**config.mk**
```make
export PLATFORM = sky130hd
export DESIGN_NAME = deserializer_fifo_flat
export DESIGN_NICKNAME = d
export VERILOG_FILES = /design/src/rtl/deserializer_fifo_if.sv /design/src/rtl/deserializer_fifo.sv /design/src/flat_wrapper.sv
export SDC_FILE = /design/constraint.sdc
export NUM_CORES = 1
export LEC_CHECK = 0
export CAP_MARGIN = 20
export CORE_AREA = 4 4 74 76
export DETAILED_ROUTE_END_ITERATION = 10
export DIE_AREA = 0 0 78 80
export DONT_BUFFER_PORTS = 1
export PLACE_DENSITY = 0.68
export SYNTH_ARGS = -nofsm -noshare
export SYNTH_HDL_FRONTEND = slang
export SYNTH_SLANG_ARGS = --single-unit
```
**constraint.sdc**
```tcl
create_clock -name clock -period 2.8 [get_ports clock]
set_input_delay 0.14 -clock clock [delete_from_list [all_inputs] [get_ports clock]]
set_output_delay 0.14 -clock clock [all_outputs]
set_load 0.02 [all_outputs]
```
**src/rtl/deserializer_fifo_if.sv**
```systemverilog
// Handshake bundle between a serial bit producer and the deserializer's word queue.
// The master side drives bits and acks; the slave side presents queued words.
interface deserializer_fifo_if #(
    parameter int WORD_WIDTH = 8,
    parameter int FIFO_DEPTH = 4
);
    localparam int FILL_W = $clog2(FIFO_DEPTH + 1);

    logic                  data_in;
    logic                  write_in;
    logic                  ack_in;
    logic [WORD_WIDTH-1:0] data_out;
    logic                  data_ready;
    logic                  status_out;
    logic [FILL_W-1:0]     fill;

    modport master (
        output data_in, write_in, ack_in,
        input  data_out, data_ready, status_out, fill
    );

    modport slave (
        input  data_in, write_in, ack_in,
        output data_out, data_ready, status_out, fill
    );
endinterface

```
**src/rtl/deserializer_fifo.sv**
```systemverilog
// Serial-to-parallel converter: assembles WORD_WIDTH-bit words one bit per cycle
// and queues them in a FIFO_DEPTH-entry buffer behind a ready/ack handshake.
module deserializer_fifo #(
    parameter int WORD_WIDTH = 8,
    parameter int FIFO_DEPTH = 4,
    parameter int MSB_FIRST  = 1
) (
    input  logic               clock,
    input  logic               reset,
    deserializer_fifo_if.slave bus
);
    localparam int FILL_W = $clog2(FIFO_DEPTH + 1);
    localparam int PTR_W  = (FIFO_DEPTH > 1) ? $clog2(FIFO_DEPTH) : 1;
    localparam int CNT_W  = $clog2(WORD_WIDTH);
    localparam logic [CNT_W-1:0]  LAST_BIT  = CNT_W'(WORD_WIDTH - 1);
    localparam logic [PTR_W-1:0]  LAST_PTR  = PTR_W'(FIFO_DEPTH - 1);
    localparam logic [FILL_W-1:0] FULL_FILL = FILL_W'(FIFO_DEPTH);

    function automatic logic [PTR_W-1:0] ptr_inc(input logic [PTR_W-1:0] p);
        if (p == LAST_PTR) begin
            ptr_inc = {PTR_W{1'b0}};
        end else begin
            ptr_inc = p + PTR_W'(1);
        end
    endfunction

    logic [CNT_W-1:0]      cnt_r;
    logic [WORD_WIDTH-1:0] shift_r;
    logic [WORD_WIDTH-1:0] mem_r [FIFO_DEPTH];
    logic [PTR_W-1:0]      rd_ptr_r;
    logic [PTR_W-1:0]      wr_ptr_r;
    logic [FILL_W-1:0]     fill_r;
    logic [WORD_WIDTH-1:0] data_out_r;
    logic                  data_ready_r;
    logic                  status_r;

    logic                  accept_s;
    logic                  push_s;
    logic                  pop_s;
    logic [WORD_WIDTH-1:0] shift_next_s;
    logic [FILL_W-1:0]     fill_next_s;
    logic [FILL_W-1:0]     fill_after_pop_s;
    logic [PTR_W-1:0]      rd_ptr_next_s;
    logic [PTR_W-1:0]      wr_ptr_next_s;
    logic [WORD_WIDTH-1:0] head_next_s;

    // Next-state decode: accept/push/pop qualification, shift, pointers and next queue head.
    always_comb begin
        accept_s         = bus.write_in & ~status_r;
        pop_s            = bus.ack_in & data_ready_r;
        shift_next_s     = shift_r;
        fill_next_s      = fill_r;
        fill_after_pop_s = fill_r;
        rd_ptr_next_s    = rd_ptr_r;
        wr_ptr_next_s    = wr_ptr_r;
        head_next_s      = {WORD_WIDTH{1'b0}};

        if (MSB_FIRST != 0) begin
            shift_next_s = {shift_r[WORD_WIDTH-2:0], bus.data_in};
        end else begin
            shift_next_s = {bus.data_in, shift_r[WORD_WIDTH-1:1]};
        end

        // status_r is full, so a push can never land on a full queue.
        push_s = accept_s & (cnt_r == LAST_BIT);

        case ({push_s, pop_s})
            2'b10:   fill_next_s = fill_r + FILL_W'(1);
            2'b01:   fill_next_s = fill_r - FILL_W'(1);
            default: fill_next_s = fill_r;
        endcase

        if (pop_s) begin
            rd_ptr_next_s    = ptr_inc(rd_ptr_r);
            fill_after_pop_s = fill_r - FILL_W'(1);
        end else begin
            rd_ptr_next_s    = rd_ptr_r;
            fill_after_pop_s = fill_r;
        end

        if (push_s) begin
            wr_ptr_next_s = ptr_inc(wr_ptr_r);
        end else begin
            wr_ptr_next_s = wr_ptr_r;
        end

        // A word pushed into an otherwise-empty queue bypasses storage to become the head.
        if (fill_next_s == {FILL_W{1'b0}}) begin
            head_next_s = {WORD_WIDTH{1'b0}};
        end else if (fill_after_pop_s == {FILL_W{1'b0}}) begin
            head_next_s = shift_next_s;
        end else begin
            head_next_s = mem_r[rd_ptr_next_s];
        end
    end

    // Bit counter, shift register, queue bookkeeping and registered handshake outputs.
    always_ff @(posedge clock or posedge reset) begin
        if (reset) begin
            cnt_r        <= {CNT_W{1'b0}};
            shift_r      <= {WORD_WIDTH{1'b0}};
            rd_ptr_r     <= {PTR_W{1'b0}};
            wr_ptr_r     <= {PTR_W{1'b0}};
            fill_r       <= {FILL_W{1'b0}};
            data_out_r   <= {WORD_WIDTH{1'b0}};
            data_ready_r <= 1'b0;
            status_r     <= 1'b0;
        end else begin
            if (accept_s) begin
                shift_r <= shift_next_s;
                if (push_s) begin
                    cnt_r <= {CNT_W{1'b0}};
                end else begin
                    cnt_r <= cnt_r + CNT_W'(1);
                end
            end
            rd_ptr_r     <= rd_ptr_next_s;
            wr_ptr_r     <= wr_ptr_next_s;
            fill_r       <= fill_next_s;
            data_out_r   <= head_next_s;
            data_ready_r <= (fill_next_s != {FILL_W{1'b0}});
            status_r     <= (fill_next_s == FULL_FILL);
        end
    end

    // Word storage; occupancy lives in fill_r, so the array itself needs no reset.
    always_ff @(posedge clock) begin
        if (push_s) begin
            mem_r[wr_ptr_r] <= shift_next_s;
        end
    end

    assign bus.data_out   = data_out_r;
    assign bus.data_ready = data_ready_r;
    assign bus.status_out = status_r;
    assign bus.fill       = fill_r;
endmodule

```
**src/flat_wrapper.sv**
```systemverilog
// flat-port wrapper written by rule: the top's interface ports become plain ports
module deserializer_fifo_flat 
#(
    parameter int WORD_WIDTH = 8,
    parameter int FIFO_DEPTH = 4,
    parameter int MSB_FIRST  = 1
)
  (clock, reset, bus_data_in, bus_write_in, bus_ack_in, bus_data_out, bus_data_ready, bus_status_out, bus_fill);
  deserializer_fifo_if #(.WORD_WIDTH(WORD_WIDTH), .FIFO_DEPTH(FIFO_DEPTH)) bus_i ();
  input  logic clock;
  input  logic reset;
  input wire logic [$bits(bus_i.data_in)-1:0] bus_data_in;
  input wire logic [$bits(bus_i.write_in)-1:0] bus_write_in;
  input wire logic [$bits(bus_i.ack_in)-1:0] bus_ack_in;
  output wire logic [$bits(bus_i.data_out)-1:0] bus_data_out;
  output wire logic [$bits(bus_i.data_ready)-1:0] bus_data_ready;
  output wire logic [$bits(bus_i.status_out)-1:0] bus_status_out;
  output wire logic [$bits(bus_i.fill)-1:0] bus_fill;
  assign bus_i.data_in = bus_data_in;
  assign bus_i.write_in = bus_write_in;
  assign bus_i.ack_in = bus_ack_in;
  assign bus_data_out = bus_i.data_out;
  assign bus_data_ready = bus_i.data_ready;
  assign bus_status_out = bus_i.status_out;
  assign bus_fill = bus_i.fill;
  deserializer_fifo #(.WORD_WIDTH(WORD_WIDTH), .FIFO_DEPTH(FIFO_DEPTH), .MSB_FIRST(MSB_FIRST)) u_core (.clock(clock), .reset(reset), .bus(bus_i));
endmodule
```
==> impl_metrics.ini <==
[run_status]
status = finished clean

[clock_network]
cts_tree = done
clk_latency_ps = 330
clock_sinks = 59
ctsRootBufferMaster = clkbuf_8
h-tree-depth = 3
cts_made_buffers = 9
cts_max_path_buffers = 2
cts.clk_slew.worst_paths_ps = 60

[floorplanning]
dieArea_mm2 = 0.00624
io_pins = 18
initial_utilization = 0.543
row_count = 25
fp.dieW_um = 78
dieHeight_um = 80
coreArea_mm2 = 0.00472

[worst_setup_path]
regToRegStartpoint = u_core.cnt_r[0]$_DFFE_PP0P_
crit_arrival_ps = 2750
cpLargestDelayFamily = adder cells
cpMostUsedCell = ha_1
cpPeakStageDelay_ps = 470
cp_num_buf_inv = 0
worst_ep_required_time_ps = 3000
startpoint_type = register
worst_path_max_delay_cell = a221o_1
cp-end-kind = register
worst-setup-path-type = register to register
crit_fanout = 11
cp-startpoint = u_core.cnt_r[0]$_DFFE_PP0P_
regToRegSetupSlack_ps = 240
path_cells = ha_1 -> ha_1 -> nand2_1 -> ha_2 -> nor2_1 -> mux2_2 -> a221o_1 -> o22ai_1 -> a21oi_1

[drt]
firstDrtPassIters = 4
route.final.wire_length_mm = 4.47
viasPerCell = 5.40
vias = 1416
first_iter_violations = 106
ant_nets = 0
drc_errors = 0
wl_per_cell_um = 17.1

[logic_synthesis]
async_flop_share = 0.458
ys_seq_area_frac = 0.638
synth-warning-count = 0
ys.flop_type = edfxtp_1
syn-num-nets = 195
synth_top_area_frac = 0.375
yosysTopAreaCell = edfxtp_1
synth_common_cells = edfxtp_1 (32), dfrtp_1 (27), mux2_2 (18), mux2i_1 (16), ha_1 (11)
synthCells = 179
yosysMostFrequentCell = edfxtp_1
ys_ff_latch = 59
syn-cell-area_mm2 = 0.00256
ys_types = 30
synthTopCellsByArea = edfxtp_1 (37%), dfrtp_1 (26%), mux2_2 (7.9%), mux2i_1 (6.2%), ha_1 (5.4%)
syn_avg_cell_area_um2 = 14.3
synth_enable_flop_cells = 32

[timing]
setup_tns_ps = 0
fin_skew_ps = 7.86
slew-limit-headroom = 0.608
final-hold-violation-count = 0
period_share = 0.913
slew_viol_final = 0
setup_viol = 0
post-route-min-period_ps = 2560
rsz0062_at_grt = false
fmax_ghz = 0.391
worstMarginPinSlew_ps = 587

[flow_run]
maxCapViolCount = 0

[global_route]
overflow = 0
grt_usage = 0.166
grt_max_degree = 28
grt_pass1_vias = 1421
antenna_found_initial = 0
grt_pass1_wl_mm = 7.50

[finish]
seqCellArea_mm2 = 0.00164
syn_to_final_growth_pct = 11.9
nNetsFinal = 206
multiInputGateArea_um2 = 837
utilization = 0.607
drive_gt1_frac = 0.215
num-fill-cells = 364
num_antenna_cells = 0

[power]
powerDensity_mw_per_mm2 = 1170
vdd_ir_drop_max_mv = 0.495
p_leak_nw = 1.18

[hold_path]
hold_start = bus_write_in
hp-class = input pin to register

[place]
io_buffers = 0
gp_congestion = 0.812
place_hpwl_mm = 2.88
## metrics by stage
step | instance area, um2 | setup WS [ps] | power, mW | std cells | hold slack [ps]
after floorplan | 2560 | 300 | 2.41 | 179 | 193
after global routing | 2870 | 40.7 | 3.60 | 262 | 339
after detailed placement | 2630 | 215 | 2.66 | 243 | 240
final | 2870 | 245 | 3.36 | 262 | 282
after global placement | 2630 | 307 | 2.60 | 243 | 240
after CTS | 2830 | 186 | 3.39 | 260 | 5.55
## cell type report
class,instances,area share
Inverter,12,0.0166
Tap cell,67,0.0292
Clock inverter,5,0.0188
Sequential cell,59,0.571
Timing Repair Buffer,7,0.0271
Multi-Input combinational cell,101,0.292
Clock buffer,11,0.0458
## power by group
group / internal (mW) / switching, mW / leakage, nW
combinational: 0.561 / 0.590 / 0.467
sequential: 1.19 / 0.292 / 0.617
clock: 0.408 / 0.319 / 0.0971
## metal layers
layer	routed length, um	global-route usage
met2	2310	0.259
met5	0	0
met3	197	0.0406
met1	1940	0.212
met4	24	0.0944
## cells by family (layout without fill, tap and decap cells)
kind of cell,after synthesis,after routing,share of synthesized area
XOR/XNOR,1,1,0.00342
buffers and inverters,19,35,0.0361
adder cells (fa/ha/maj),11,11,0.0537
multiplexers,35,35,0.150
flip-flops,59,59,0.638
AND/OR/NAND/NOR,26,26,0.0512
AO/OA/AOI/OAI,28,28,0.0669
## what timing repair did
item / CTS / global route
gates resized for setup: 0 / 1
setup buffers: 0 / 0
endpoints found under the setup margin: 0 / 3
hold endpoints to repair: 6 / 10
hold buffers: 1 / 1
## worst paths after layout
path / to / cells past startpoint
max reg2reg: u_core.bus.data_out[2]$_DFF_PP0_ / 9
min: u_core.wr_ptr_r[0]$_DFFE_PP0P_ / 4
max in group asynchronous: u_core.bus.data_out[2]$_DFF_PP0_ / 3
min reg2reg: u_core.cnt_r[1]$_DFFE_PP0P_ / 1
min in group asynchronous: u_core.cnt_r[0]$_DFFE_PP0P_ / 2
max: u_core.bus.data_out[2]$_DFF_PP0_ / 9
## registers in the layout (all words and copies together) (netlist names)
register and count:
u_core.bus.data_ready 1, u_core.shift_r 7, u_core.wr_ptr_r 2, u_core.cnt_r 3
u_core.bus.fill 3, u_core.rd_ptr_r 2, u_core.bus.data_out 8, u_core.mem_r 32
u_core.bus.status_out 1
## cells in the final DEF (no fill, tap or decap), types with 2 or more instances in the layout
cell type,netlist,final
clkinv_2,0,3
a211oi_1,2,2
mux2i_1,16,16
buf_4,0,4
ha_1,11,10
mux2_2,18,18
clkbuf_8,0,9
nor2b_1,2,2
and3_1,4,4
edfxtp_1,32,32
nor2_1,5,5
o22ai_1,8,8
nand2_1,7,7
dlygate4sd3_1,0,2
o21ai_0,4,4
inv_1,10,10
nor3_1,4,4
a21oi_1,10,10
clkbuf_1,4,2
dfrtp_1,27,27
## tightest hold or removal path, cell delays in order
cell,delay (ps)
nor2b_1,130
nand2_1,100
or3_1,100
o21ai_0,80
(Power assumes the default switching activity.)
